[src/rtl/alu_integer_iterative_pkg.sv]
// Shared encodings for the iterative integer ALU: opcodes, funct3/funct7 codes, FSM states.
package alu_integer_iterative_pkg;

  localparam logic [6:0] OPC_OP_IMM = 7'b0010011;
  localparam logic [6:0] OPC_OP     = 7'b0110011;

  localparam logic [2:0] F3_ADD  = 3'b000;
  localparam logic [2:0] F3_SLL  = 3'b001;
  localparam logic [2:0] F3_SLT  = 3'b010;
  localparam logic [2:0] F3_SLTU = 3'b011;
  localparam logic [2:0] F3_XOR  = 3'b100;
  localparam logic [2:0] F3_SR   = 3'b101;
  localparam logic [2:0] F3_OR   = 3'b110;
  localparam logic [2:0] F3_AND  = 3'b111;

  localparam logic [6:0] F7_BASE = 7'b0000000;
  localparam logic [6:0] F7_ALT  = 7'b0100000;

  typedef enum logic {
    ST_IDLE  = 1'b0,
    ST_SHIFT = 1'b1
  } alu_state_e;

endpackage

[src/rtl/alu_integer_iterative_if.sv]
// Request/response bundle between register-read, the ALU and writeback.
interface alu_integer_iterative_if #(
  parameter int XLEN = 32
);
  logic            in_valid;
  logic            in_ready;
  logic [6:0]      opcode;
  logic [2:0]      subfunction_3;
  logic [6:0]      subfunction_7;
  logic [XLEN-1:0] rs1_value;
  logic [XLEN-1:0] rs2_value;
  logic [XLEN-1:0] itype_immediate;
  logic            out_valid;
  logic            out_ready;
  logic [XLEN-1:0] result_to_write_rd;
  logic            decoding_error;

  modport master (
    output in_valid, opcode, subfunction_3, subfunction_7,
           rs1_value, rs2_value, itype_immediate, out_ready,
    input  in_ready, out_valid, result_to_write_rd, decoding_error
  );

  modport slave (
    input  in_valid, opcode, subfunction_3, subfunction_7,
           rs1_value, rs2_value, itype_immediate, out_ready,
    output in_ready, out_valid, result_to_write_rd, decoding_error
  );
endinterface

[src/rtl/alu_iterative_shifter.sv]
// Iterative shifter: moves up to SHIFT_STEP bits per cycle; the first step is taken
// on the start cycle so that latency is ceil(shamt/SHIFT_STEP).
module alu_iterative_shifter
  import alu_integer_iterative_pkg::*;
#(
  parameter int XLEN       = 32,
  parameter int SHIFT_STEP = 1,
  parameter int SHAMT_W    = $clog2(XLEN)
) (
  input  logic               clk,
  input  logic               reset_n,
  input  logic               start_i,
  input  logic               left_i,
  input  logic               arith_i,
  input  logic [XLEN-1:0]    operand_i,
  input  logic [SHAMT_W-1:0] shamt_i,
  output logic               busy_o,
  output logic               done_o,
  output logic [XLEN-1:0]    result_o
);
  // One extra bit so a single-pass step of XLEN still fits in the counter.
  localparam int CNT_W = SHAMT_W + 1;
  localparam logic [CNT_W-1:0] STEP_C = CNT_W'(SHIFT_STEP);

  logic [XLEN-1:0]  work_q, work_d, src;
  logic [CNT_W-1:0] remain_q, remain_d, rem, step;
  logic             left_q, fill_q, busy_q, busy_d;
  logic             left_s, fill_s, active;

  always_comb begin
    active   = start_i || busy_q;
    src      = start_i ? operand_i : work_q;
    rem      = start_i ? {1'b0, shamt_i} : remain_q;
    left_s   = start_i ? left_i : left_q;
    fill_s   = start_i ? (arith_i & operand_i[XLEN-1]) : fill_q;
    step     = (rem > STEP_C) ? STEP_C : rem;
    if (left_s) begin
      work_d = src << step;
    end else if (fill_s) begin
      work_d = ~((~src) >> step);
    end else begin
      work_d = src >> step;
    end
    remain_d = rem - step;
    busy_d   = active && (rem > STEP_C);
  end

  assign done_o   = active && (rem <= STEP_C);
  assign busy_o   = busy_q;
  assign result_o = work_d;

  always_ff @(posedge clk or negedge reset_n) begin
    if (!reset_n) begin
      work_q   <= '0;
      remain_q <= '0;
      left_q   <= 1'b0;
      fill_q   <= 1'b0;
      busy_q   <= 1'b0;
    end else if (active) begin
      work_q   <= work_d;
      remain_q <= remain_d;
      left_q   <= left_s;
      fill_q   <= fill_s;
      busy_q   <= busy_d;
    end
  end

endmodule

[src/rtl/alu_integer_iterative.sv]
// Integer ALU for OP and OP-IMM with valid/ready handshakes; single-cycle ops are
// computed here, shifts longer than one step are handed to the iterative shifter.
module alu_integer_iterative
  import alu_integer_iterative_pkg::*;
#(
  parameter int XLEN       = 32,
  parameter int SHIFT_STEP = 1
) (
  input  logic                   clk,
  input  logic                   reset_n,
  alu_integer_iterative_if.slave bus
);
  localparam int SHAMT_W = $clog2(XLEN);
  localparam int QUAL_W  = 12 - SHAMT_W;
  localparam logic [QUAL_W-1:0] SRAI_QUAL = F7_ALT[6:SHAMT_W-5];

  alu_state_e      state_q, state_d;
  logic            out_valid_q, out_valid_d;
  logic [XLEN-1:0] result_q, result_d;
  logic            err_q, err_d;

  logic            is_op, is_imm, is_shift, legal, is_sub, is_sra, accept, sh_start;
  logic [QUAL_W-1:0] qual;
  logic [XLEN-1:0] op_a, op_b, alu_res;
  logic            sh_busy, sh_done;
  logic [XLEN-1:0] sh_result;

  assign bus.in_ready           = (state_q == ST_IDLE) && !sh_busy && (!out_valid_q || bus.out_ready);
  assign bus.out_valid          = out_valid_q;
  assign bus.result_to_write_rd = result_q;
  assign bus.decoding_error     = err_q;
  assign accept                 = bus.in_valid && bus.in_ready;

  always_comb begin
    is_op    = (bus.opcode == OPC_OP);
    is_imm   = (bus.opcode == OPC_OP_IMM);
    is_shift = (bus.subfunction_3 == F3_SLL) || (bus.subfunction_3 == F3_SR);
    qual     = bus.itype_immediate[11:SHAMT_W];
    op_a     = bus.rs1_value;
    op_b     = is_op ? bus.rs2_value : bus.itype_immediate;
    legal    = 1'b0;
    if (is_op) begin
      legal = (bus.subfunction_7 == F7_BASE) ||
              ((bus.subfunction_7 == F7_ALT) &&
               ((bus.subfunction_3 == F3_ADD) || (bus.subfunction_3 == F3_SR)));
    end else if (is_imm) begin
      if (!is_shift) begin
        legal = 1'b1;
      end else begin
        legal = (qual == '0) || ((bus.subfunction_3 == F3_SR) && (qual == SRAI_QUAL));
      end
    end
    is_sub = is_op && (bus.subfunction_7 == F7_ALT);
    is_sra = (bus.subfunction_3 == F3_SR) &&
             (is_op ? (bus.subfunction_7 == F7_ALT) : (qual == SRAI_QUAL));
  end

  always_comb begin
    alu_res = '0;
    case (bus.subfunction_3)
      F3_ADD:  alu_res = is_sub ? (op_a - op_b) : (op_a + op_b);
      F3_SLT:  alu_res = {{(XLEN-1){1'b0}}, ($signed(op_a) < $signed(op_b))};
      F3_SLTU: alu_res = {{(XLEN-1){1'b0}}, (op_a < op_b)};
      F3_XOR:  alu_res = op_a ^ op_b;
      F3_OR:   alu_res = op_a | op_b;
      F3_AND:  alu_res = op_a & op_b;
      default: alu_res = '0;
    endcase
  end

  assign sh_start = accept && legal && is_shift;

  alu_iterative_shifter #(
    .XLEN       (XLEN),
    .SHIFT_STEP (SHIFT_STEP),
    .SHAMT_W    (SHAMT_W)
  ) u_shifter (
    .clk       (clk),
    .reset_n   (reset_n),
    .start_i   (sh_start),
    .left_i    (bus.subfunction_3 == F3_SLL),
    .arith_i   (is_sra),
    .operand_i (op_a),
    .shamt_i   (op_b[SHAMT_W-1:0]),
    .busy_o    (sh_busy),
    .done_o    (sh_done),
    .result_o  (sh_result)
  );

  always_comb begin
    state_d     = state_q;
    out_valid_d = out_valid_q;
    result_d    = result_q;
    err_d       = err_q;
    if (out_valid_q && bus.out_ready) begin
      out_valid_d = 1'b0;
    end
    case (state_q)
      ST_IDLE: begin
        if (accept) begin
          if (sh_start && !sh_done) begin
            state_d = ST_SHIFT;
          end else begin
            out_valid_d = 1'b1;
            err_d       = !legal;
            result_d    = !legal ? '0 : (is_shift ? sh_result : alu_res);
          end
        end
      end
      ST_SHIFT: begin
        // Output register is empty here: a request is only accepted once it drained.
        if (sh_done) begin
          state_d     = ST_IDLE;
          out_valid_d = 1'b1;
          err_d       = 1'b0;
          result_d    = sh_result;
        end
      end
      default: state_d = ST_IDLE;
    endcase
  end

  always_ff @(posedge clk or negedge reset_n) begin
    if (!reset_n) begin
      state_q     <= ST_IDLE;
      out_valid_q <= 1'b0;
      result_q    <= '0;
      err_q       <= 1'b0;
    end else begin
      state_q     <= state_d;
      out_valid_q <= out_valid_d;
      result_q    <= result_d;
      err_q       <= err_d;
    end
  end

endmodule

[src/flat_wrapper.sv]
// flat-port wrapper written by rule: the top's interface ports become plain ports
module alu_integer_iterative_flat import alu_integer_iterative_pkg::*;
#(
  parameter int XLEN       = 32,
  parameter int SHIFT_STEP = 1
)
  (clk, reset_n, bus_in_valid, bus_opcode, bus_subfunction_3, bus_subfunction_7, bus_rs1_value, bus_rs2_value, bus_itype_immediate, bus_out_ready, bus_in_ready, bus_out_valid, bus_result_to_write_rd, bus_decoding_error);
  alu_integer_iterative_if #(.XLEN(XLEN)) bus_i ();
  input  logic clk;
  input  logic reset_n;
  input wire logic [$bits(bus_i.in_valid)-1:0] bus_in_valid;
  input wire logic [$bits(bus_i.opcode)-1:0] bus_opcode;
  input wire logic [$bits(bus_i.subfunction_3)-1:0] bus_subfunction_3;
  input wire logic [$bits(bus_i.subfunction_7)-1:0] bus_subfunction_7;
  input wire logic [$bits(bus_i.rs1_value)-1:0] bus_rs1_value;
  input wire logic [$bits(bus_i.rs2_value)-1:0] bus_rs2_value;
  input wire logic [$bits(bus_i.itype_immediate)-1:0] bus_itype_immediate;
  input wire logic [$bits(bus_i.out_ready)-1:0] bus_out_ready;
  output wire logic [$bits(bus_i.in_ready)-1:0] bus_in_ready;
  output wire logic [$bits(bus_i.out_valid)-1:0] bus_out_valid;
  output wire logic [$bits(bus_i.result_to_write_rd)-1:0] bus_result_to_write_rd;
  output wire logic [$bits(bus_i.decoding_error)-1:0] bus_decoding_error;
  assign bus_i.in_valid = bus_in_valid;
  assign bus_i.opcode = bus_opcode;
  assign bus_i.subfunction_3 = bus_subfunction_3;
  assign bus_i.subfunction_7 = bus_subfunction_7;
  assign bus_i.rs1_value = bus_rs1_value;
  assign bus_i.rs2_value = bus_rs2_value;
  assign bus_i.itype_immediate = bus_itype_immediate;
  assign bus_i.out_ready = bus_out_ready;
  assign bus_in_ready = bus_i.in_ready;
  assign bus_out_valid = bus_i.out_valid;
  assign bus_result_to_write_rd = bus_i.result_to_write_rd;
  assign bus_decoding_error = bus_i.decoding_error;
  alu_integer_iterative #(.XLEN(XLEN), .SHIFT_STEP(SHIFT_STEP)) u_core (.clk(clk), .reset_n(reset_n), .bus(bus_i));
endmodule
[config.mk]
export PLATFORM = sky130hd
export DESIGN_NAME = alu_integer_iterative_flat
export DESIGN_NICKNAME = d
export VERILOG_FILES = /design/src/rtl/alu_integer_iterative_pkg.sv /design/src/rtl/alu_integer_iterative_if.sv /design/src/rtl/alu_iterative_shifter.sv /design/src/rtl/alu_integer_iterative.sv /design/src/flat_wrapper.sv
export SDC_FILE = /design/constraint.sdc
export NUM_CORES = 1
export LEC_CHECK = 0
export CAP_MARGIN = 10
export CORE_MARGIN = 2
export CORE_UTILIZATION = 55
export CTS_CLUSTER_SIZE = 24
export DETAILED_ROUTE_END_ITERATION = 7
export DONT_BUFFER_PORTS = 1
export GPL_TIMING_DRIVEN = 0
export PLACE_DENSITY_LB_ADDON = 0.1
export REMOVE_ABC_BUFFERS = 1
export SLEW_MARGIN = 20
export SYNTH_ARGS = -nofsm -noshare
export SYNTH_HDL_FRONTEND = slang
export SYNTH_SLANG_ARGS = --single-unit
[constraint.sdc]
create_clock -name clk -period 4.2 [get_ports clk]
set_clock_uncertainty 0.05 [all_clocks]
set_input_delay 0.42 -clock clk [delete_from_list [all_inputs] [get_ports clk]]
set_output_delay 0.42 -clock clk [all_outputs]
set_load 0.01 [all_outputs]
-- Word level (Yosys, flattened, before mapping)
Cells that the tools add are included.
- add/sub/neg operators: 3
- multiplexer cells: 33
- eq/ne operators: 14
- reduce and logical (&&, ||, !) cells: 27
- bitwise operators: 7
- order comparisons: 4
- shift operators: 3
- operator list (cell ; number):
    32-bit 2-to-1 mux ; 10
    32-bit case mux with 6 select lines ; 1
    32-bit less-than comparator ; 2
    32-bit NOT ; 2
    32-bit case mux with 2 select lines ; 1
    32-bit by 6-bit right shift with 32-bit output ; 2
    32-bit adder ; 1
    32-bit bitwise AND ; 1
    32-bit OR ; 1
    32-bit by 6-bit left shift with 32-bit output ; 1
    32-bit subtractor ; 1
    32-bit XOR ; 1
    7-bit by 6-bit equality test with 1-bit output (second input constant) ; 3
    1-bit 2-to-1 mux ; 16
    7-bit logical NOT ; 2
    1-bit logical AND ; 13
    3-bit equality test (second input constant) ; 4
    6-bit 2-to-1 mux ; 2
    7-bit by 5-bit equality test with 1-bit output (second input constant) ; 1
    3-bit by 2-bit equality test with 1-bit output (second input constant) ; 2
    6-bit by 1-bit greater-than comparator with 1-bit output (second input constant) ; 1
    6-bit by 1-bit less-or-equal comparator with 1-bit output (second input constant) ; 1
    1-bit logical OR ; 6
    1-bit case mux with 2 select lines ; 3
    other kinds (9) ; 13
- logic and storage cells: 100
- register bits after elaboration: 76
- bits of input ports: 117
- output and inout bits: 35

-- Longest topological paths before layout
Gate-level depths: netlist of the first run.
- word-level depth: 20
- depth in mapped cells: 19
- gate-level depth less buffers: 15

-- By module
Synthesis of the first run repeated with hierarchy kept, for this count alone.
- cells, all modules: 1515
- area, all modules: 11113.2 µm²
- modules (own cells, without submodules) (module ; times used ; seq. area each (µm²) ; cells each ; area each (µm²)):
    alu_integer_iterative ; 1 ; 875.8 ; 1099 ; 7333.3
    alu_iterative_shifter ; 1 ; 1026.0 ; 416 ; 3779.9

-- Worst setup path before layout of the first run
No wires, ideal clock.
- path kind: input -> register
- from: input port bus_opcode[3]
- to: register u_core.result_q[29], in the netlist u_core.bus.result_to_write_rd[29]
- stages: 19
- setup slack: -0.185 ns
- buffers on the path: 4
- data arrival time: 4.240 ns
- library setup time: 0.096 ns
- data required time: 4.054 ns
- path through: nor4bb_1 > and3_1 > buf_2 > clkbuf_1 > clkbuf_1 > nand2_1 > nand2_1 > inv_1 > ha_1 > clkbuf_1 > nor4_1 > nand4b_1 > a31oi_1 > o21ai_1 > o311ai_1 > a31oi_1 > o311ai_1 > xor2_1 > o31ai_1
- longest elaborated chain between the ends: 17
- elaborated cells on any way between the ends: 45
- classes of those cells: add/sub (2); order compare (2); eq/ne (4); shift (3); mux (19); bitwise (6); reduce/logical (9)
- RTL lines (item ; line ; RTL):
    from (decl) ; flat_wrapper.sv:12 ; input wire logic [$bits(bus_i.opcode)-1:0] bus_opcode;
    7-bit by 5-bit equality test with 1-bit output ; alu_integer_iterative.sv:36 ; is_imm = (bus.opcode == OPC_OP_IMM);
    1-bit 2-to-1 mux ; alu_integer_iterative.sv:46 ; end else if (is_imm) begin
    1-bit 2-to-1 mux ; alu_integer_iterative.sv:42 ; if (is_op) begin
    1-bit logical AND (2 in series) ; alu_integer_iterative.sv:71 ; assign sh_start = accept && legal && is_shift;
    6-bit 2-to-1 mux ; alu_iterative_shifter.sv:33 ; rem = start_i ? {1'b0, shamt_i} : remain_q;
    6-bit by 1-bit greater-than comparator with 1-bit output ; alu_iterative_shifter.sv:36 ; step = (rem > STEP_C) ? STEP_C : rem;
    6-bit 2-to-1 mux ; alu_iterative_shifter.sv:36 ;
    32-bit by 6-bit right shift with 32-bit output ; alu_iterative_shifter.sv:40 ; work_d = ~((~src) >> step);
    32-bit NOT ; alu_iterative_shifter.sv:40 ;
    32-bit 2-to-1 mux ; alu_iterative_shifter.sv:39 ; end else if (fill_s) begin
    32-bit 2-to-1 mux ; alu_iterative_shifter.sv:37 ; if (left_s) begin
    32-bit 2-to-1 mux (2 in series) ; alu_integer_iterative.sv:106 ; result_d = !legal ? '0 : (is_shift ? sh_result : alu_res);
    32-bit 2-to-1 mux ; alu_integer_iterative.sv:101 ; if (sh_start && !sh_done) begin
    32-bit 2-to-1 mux ; alu_integer_iterative.sv:100 ; if (accept) begin
    32-bit case mux with 2 select lines ; alu_integer_iterative.sv:98 ; case (state_q)
    to (signal assigned) ; alu_integer_iterative.sv:132 ; result_q <= result_d;
    to (decl) ; alu_integer_iterative.sv:19 ; logic [XLEN-1:0] result_q, result_d;
Parallel ways exist; a longest one is shown, timed or not. The select of a mux whose other input is x is not followed.
A chain may end at the register's enable or synchronous reset.

-- Worst setup path in the final report of the first run
- from: input port bus_opcode[3]
- to: register u_core.result_q[30], in the netlist u_core.bus.result_to_write_rd[30]
Same word-level chain as after synthesis.

==> metrics, run 1 <==
status=finished clean; Synth area leaders=dfrtp_1 (18%), ha_1 (12%), a21oi_1 (6.9%); utilization after layout=61.14%; Synth Area in Adders=11.98%; number of vias per cell=7.036; Worst Path Arrival=4.36 ns; combinational family with the most area after synthesis=compound AO/OA/AOI/OAI gates; WL/cell=24.94 um; max frequency=0.2395 GHz; DR iter-0 viols=1,244; crit share post-route=99.41%; Area Overhead vs Synth=9.694%; post-synthesis mux area share=6.595%; Initial Utilization=55.74%; routed wire length=42,110 um; Yosys reg bits=76; Synth Cell Area=10,780 um2; fraction of layout instances using a drive strength above 1=8.925%; Slew Limit Headroom=21.57%; Synth area leader=dfrtp_1; WHS=0.2593 ns; DRC errors left=0; drt pass-1 iters=5; count of final max-slew check failures=0; critical-path cell list=nor4bb_4 -> nand3_2 -> buf_4 -> buf_16 -> mux2_4 -> ha_2 -> inv_1 -> fa_1 -> nor2b_2 -> o31a_1 -> o2111ai_2 -> a2111oi_4 -> o21ai_1 -> a31oi_1 -> a31o_2 -> a211oi_2 -> a211o_1; critical-path maximum fanout=19; Yosys warning total=0; Final min period=4.175 ns; worst skew pair latency=0.35 ns; EDFF count, synth=0; Critical Path End Type=register; Final Wtd Congestion=0.9461; boundary pin count=152; largest net degree at the start of global routing=77; crit start category=input port; FFs w/ async S/R, synth=100.0%; total negative slack=0 ns; Hold WC Path Type=in -> reg; Root Driver=clkbuf_16; total grt overflow=0; unrepaired setup endpoints after global routing=true; Synth Area in Simple Gates=19.84%; Hold Violations, Final=0; Final Setup Violations=0; synthesized netlist cell count=1,476; CP Data Required Time=4.39 ns; worst slew pin tran=1.176 ns; CTS tree=built; Sinks on Clock Net=76; Port Buffer Count=0; Clock Tree Buf Depth=2; critical path type=in -> reg; Antenna Nets Post-Route=0; # fillers=1,758; H-tree depth=3; die area=20,730 um2; total power divided by cell area=209.8 nW/um2; peak supply drop=223.1 uV; Ant. Diodes=0; chip width=144.0 um; area of the multi-input gates=8396 um2; GRT Total Usage=39.44%; power after layout=0.002480 W; post-synth top area share=17.65%; Die Ht=144.0 um; CP max stage cell=a2111oi_4; core area=19,330 um2; CTS Buf Count=9; # nets final=1,638; antenna violations before repair=1; Static Leak=4.968 nW; CP max stage delay=0.55 ns; syn avg cell area=7.301 um2; post-DP HPWL=29,100 um; dominant synthesized flop cell=dfrtp_1; vias in the first global route=11,045; Netlist cell types=87; post-synthesis compound-gate area fraction=33.87%; XOR/XNOR Fraction of Synth Area=2.357%; post-synthesis sequential area ratio=17.65%; commonest cells in the netlist=nand2_1 (161), a21oi_1 (149), nor2_1 (113); number of max-cap violations=0; Row Count=51; register area=1902 um2; CTS clk-pin slew, worst paths=0.06 ns; total number of vias=11,877; most common cell in the netlist=nand2_1; first-pass GRT wire length=62,890 um
state kept, by name, indices dropped and copies added (netlist names):
signal                         count
u_core.state_q                     1
u_core.u_shifter.left_q            1
u_core.bus.out_valid               1
u_core.u_shifter.fill_q            1
u_core.bus.result_to_write_rd     32
u_core.u_shifter.remain_q          6
u_core.bus.decoding_error          1
u_core.u_shifter.work_q           32
u_core.u_shifter.busy_o            1
layer usage:
metal / wire (um) / track usage, % / share of wire (%)
met3: 4975 / 9.934 / 12
met1: 16670 / 51.39 / 40
met4: 1435 / 14.91 / 3.4
met5: 0 / 0 / 0
met2: 19020 / 63.06 / 45
worst paths after layout:
path	startpoint	endpoint	slack, ns	cells after the start
setup reg to reg	u_core.u_shifter.busy_o	u_core.u_shifter.remain_q[4]	0.23	10
setup / recovery	bus_opcode[3]	u_core.bus.result_to_write_rd[30]	0.02	17
hold / removal	bus_rs1_value[28]	u_core.u_shifter.work_q[28]	0.26	2
max in group asynchronous	reset_n	u_core.bus.result_to_write_rd[17]	3.16	2
hold reg to reg	u_core.u_shifter.remain_q[1]	u_core.u_shifter.remain_q[1]	0.47	2
min in group asynchronous	reset_n	u_core.bus.result_to_write_rd[26]	0.57	2
stage by stage:
stage	instances	instance area (um2)	setup WS (ns)
after CTS	1677	11590	0.005348
after detailed placement	1650	11060	-1.341
after global placement	1634	10640	-3.543
after global routing	1688	11820	-0.04884
final	1688	11820	0.02461
after floorplan	1369	10310	-0.6376
worst max-delay path: cells and delay by family:
kind,cells,cell delay (ns)
adders and majority gates,2,0.67
AOI/OAI and AO/OA,8,1.99
muxes,1,0.25
and+or+nand+nor,3,0.60
buffers and inverters,3,0.42
power breakdown:
group,switching (W),internal [W]
Sequential,0.0000135,0.000741
Combinational,0.000615,0.000352
Clock,0.000331,0.000428
Total,0.000959,0.00152
timing repair:
item                                   4_1_cts  5_1_grt
cloned                                       2        1
hold buffers                                 2        0
buffers inserted                             8       10
pin swaps                                    6       13
gates resized for setup                     20       27
setup endpoints to repair                   65       21
endpoints found under the hold margin       76        0
layout make-up:
class | count | area share (%)
clock buffer | 13 | 2.202
clock inverter | 2 | 0.08467
multi-input combinational | 1200 | 71.02
timing repair buffer | 36 | 4.752
inverter | 96 | 3.048
tap | 265 | 2.805
sequential | 76 | 16.09
kinds of logic (layout without fill, tap and decap cells):
group                      after synthesis  count (layout)
buffers and inverters                  203             147
xor gates and xnor gates                29              29
and+or+nand+nor                        454             456
AOI/OAI and AO/OA                      542             543
muxes                                   70              70
DFF                                     76              76
adders and majority gates              102             102
layout by cell type (no fill, tap or decap), types with 10 or more instances in the layout:
cell      netlist  layout
nand2_1       161     160
a21oi_1       149     149
nor2_1        113     110
ha_1          100      99
inv_1          95      95
o21ai_0        90      85
dfrtp_1        76      76
mux2i_1        62      58
nor3_1         38      38
nand3_1        38      36
a211oi_1       39      35
o211ai_1       33      33
o31ai_1        27      24
xnor2_1        18      18
nand2b_1       18      17
nor2b_1        17      16
a21o_1         16      16
o21a_1         16      16
buf_4           7      16
a211o_1        15      15
nand4_1        13      13
a31oi_1        16      13
a32o_1         13      13
o221ai_1       14      13
xor2_1         11      11
o21ai_1         9      11
buf_16          0      10
Power figures use the tool's default switching activity.
==> run 2: changes to the inputs <==
- CTS_CLUSTER_SIZE: 24 -> 40
- clock period: 4.2 -> 3.4 ns (I/O delays scaled with it)
==> metrics, run 2 (synthesis gave the netlist of run 1 again) <==
status=complete, but fails checks; failing checks=negative setup slack; drt pass-1 iters=6; WHS=0.1836 ns; boundary pin count=152; post-DP HPWL=29,100 um; P_sw=0.001341 W; total number of vias=12,419; Cell Int Power=0.002072 W; Slew Limit Headroom=22.14%; DR iter-0 viols=1,423; Clk network pwr share=27.7%; fraction of layout instances using a drive strength above 1=21.44%; critical path type=in -> reg; Hold WC Path Type=in -> reg; Critical Path End Type=register; vias in the first global route=11,764; power after layout=0.003414 W; total grt overflow=0; number of max-cap violations=0; Worst Path Arrival=3.92 ns; CTS tree=built; Combinational Power Share=45.0%; Die Ht=144.0 um; unrepaired setup endpoints after global routing=true; most frequent cells in the layout=nand2_1 (157), a21oi_1 (132), nor2_1 (107); Root Driver=clkbuf_16; total power divided by cell area=254.8 nW/um2; Worst Slack Setup Final=-0.3334 ns; # nets final=1,698; Sinks on Clock Net=76; Ant. Diodes=0; area of the multi-input gates=9389 um2; Switching Fraction=39.30%; Antenna Nets Post-Route=0; Port Buffer Count=0; Area Overhead vs Synth=24.30%; crit start category=input port; chip width=144.0 um; sequential power share=27.3%; critical-path maximum fanout=3; Static Leak=5.404 nW; register area=1904 um2; Hold Violations, Final=0; Final Wtd Congestion=0.9461; die area=20,730 um2; max frequency=0.2679 GHz; largest net degree at the start of global routing=77; Clock Tree Buf Depth=2; CTS clk-pin slew, worst paths=0.06 ns; core area=19,330 um2; DRC errors left=0; commonest non-fill, non-tap cell in the layout=nand2_1; Row Count=51; routed wire length=45,450 um; peak supply drop=288.0 uV; WL/cell=26.00 um; antenna violations before repair=0; first-pass GRT wire length=66,310 um; Cell Count Post-Placement=1,650; GRT Total Usage=41.63%; worst skew pair latency=0.36 ns; CTS Buf Count=9; worst slew pin tran=1.168 ns; CP Data Required Time=3.59 ns; H-tree depth=3; number of vias per cell=7.105; Final Setup Violations=23; Initial Utilization=55.74%; final std cells w/o fill=1,748; # fillers=1,555; count of final max-slew check failures=0; crit share post-route=109.8%; Final min period=3.733 ns
[run 2: cell count changes in the layout (fill, tap and decap cells not counted), moves of 8 or more]
cell / change
a211oi_1: -10
a211oi_2: +9
a21oi_1: -17
a21oi_2: +13
buf_4: +40
buf_6: +16
ha_1: -32
ha_4: +27
inv_1: -11
inv_2: +8
o21ai_0: -14
[run 2: per-stage QoR]
step           TNS, ns  setup slack [ns]  area [um2]  utilization [%]
3_5_place_dp    -81.98            -2.061       11060            57.23
4_1_cts         -2.679           -0.2439       12760            66.02
3_3_place_gp   -252.01            -4.263       10640            55.02
6_report        -4.424           -0.3334       13400            69.28
5_1_grt         -7.349           -0.4516       13400            69.28
2_1_floorplan   -67.27            -1.358       10310                -
[run 2: repair_timing]
item / 4_1_cts / 5_1_grt
hold buffers: 2 / 0
endpoints found under the setup margin: 72 / 35
endpoints found under the hold margin: 76 / 0
gates cloned: 4 / 0
pin swaps: 78 / 54
gates resized for setup: 180 / 98
setup buffers: 60 / 23
[run 2: power by group through the flow]
stage	logic (W)	clock network, W	registers [W]
2_1_floorplan	0.000780	0	0.000943
3_3_place_gp	0.00104	0	0.000947
3_5_place_dp	0.00107	0	0.000948
4_1_cts	0.00135	0.000942	0.000932
5_1_grt	0.00163	0.000961	0.000934
6_report	0.00154	0.000944	0.000933
[run 2: final timing paths]
check / end / from / depth (start not counted) / slack (ns)
max in group asynchronous: u_core.u_shifter.busy_o / reset_n / 2 / 2.42
min: u_core.u_shifter.work_q[28] / bus_rs1_value[28] / 2 / 0.18
max reg2reg: u_core.bus.result_to_write_rd[0] / u_core.u_shifter.busy_o / 8 / -0.06
min in group asynchronous: u_core.bus.result_to_write_rd[26] / reset_n / 2 / 0.50
max: u_core.bus.result_to_write_rd[30] / bus_opcode[3] / 19 / -0.33
min reg2reg: u_core.u_shifter.remain_q[5] / u_core.u_shifter.remain_q[5] / 1 / 0.46
[run 2: critical path, cell delays in order]
cell,delay [ns]
nor4bb_4,0.30
buf_4,0.17
nand3_2,0.06
buf_6,0.15
buf_16,0.12
mux2_4,0.24
ha_4,0.15
inv_2,0.03
fa_2,0.35
nor2b_2,0.15
o31a_1,0.31
o2111ai_4,0.16
a2111oi_4,0.31
buf_4,0.21
o21ai_2,0.09
a31oi_2,0.21
a31o_2,0.19
a211oi_2,0.07
a211o_1,0.30
[run 2: final cells by class]
| cell class | count | area share (%) |
|---|---|---|
| Clock buffer | 13 | 1.943 |
| Sequential cell | 76 | 14.22 |
| Inverter | 96 | 2.765 |
| Timing Repair Buffer | 96 | 8.435 |
| Multi-Input combinational cell | 1200 | 70.09 |
| Tap cell | 265 | 2.475 |
| Clock inverter | 2 | 0.07472 |
[run 2: routing by layer]
metal / vias up / part of all wire, % / global-route usage, %
li1: 5421 / - / -
met1: 5866 / 38 / 53.07
met2: 915 / 45 / 66.79
met3: 217 / 12 / 10.10
met4: 0 / 5.3 / 18.89
met5: - / 0 / 0
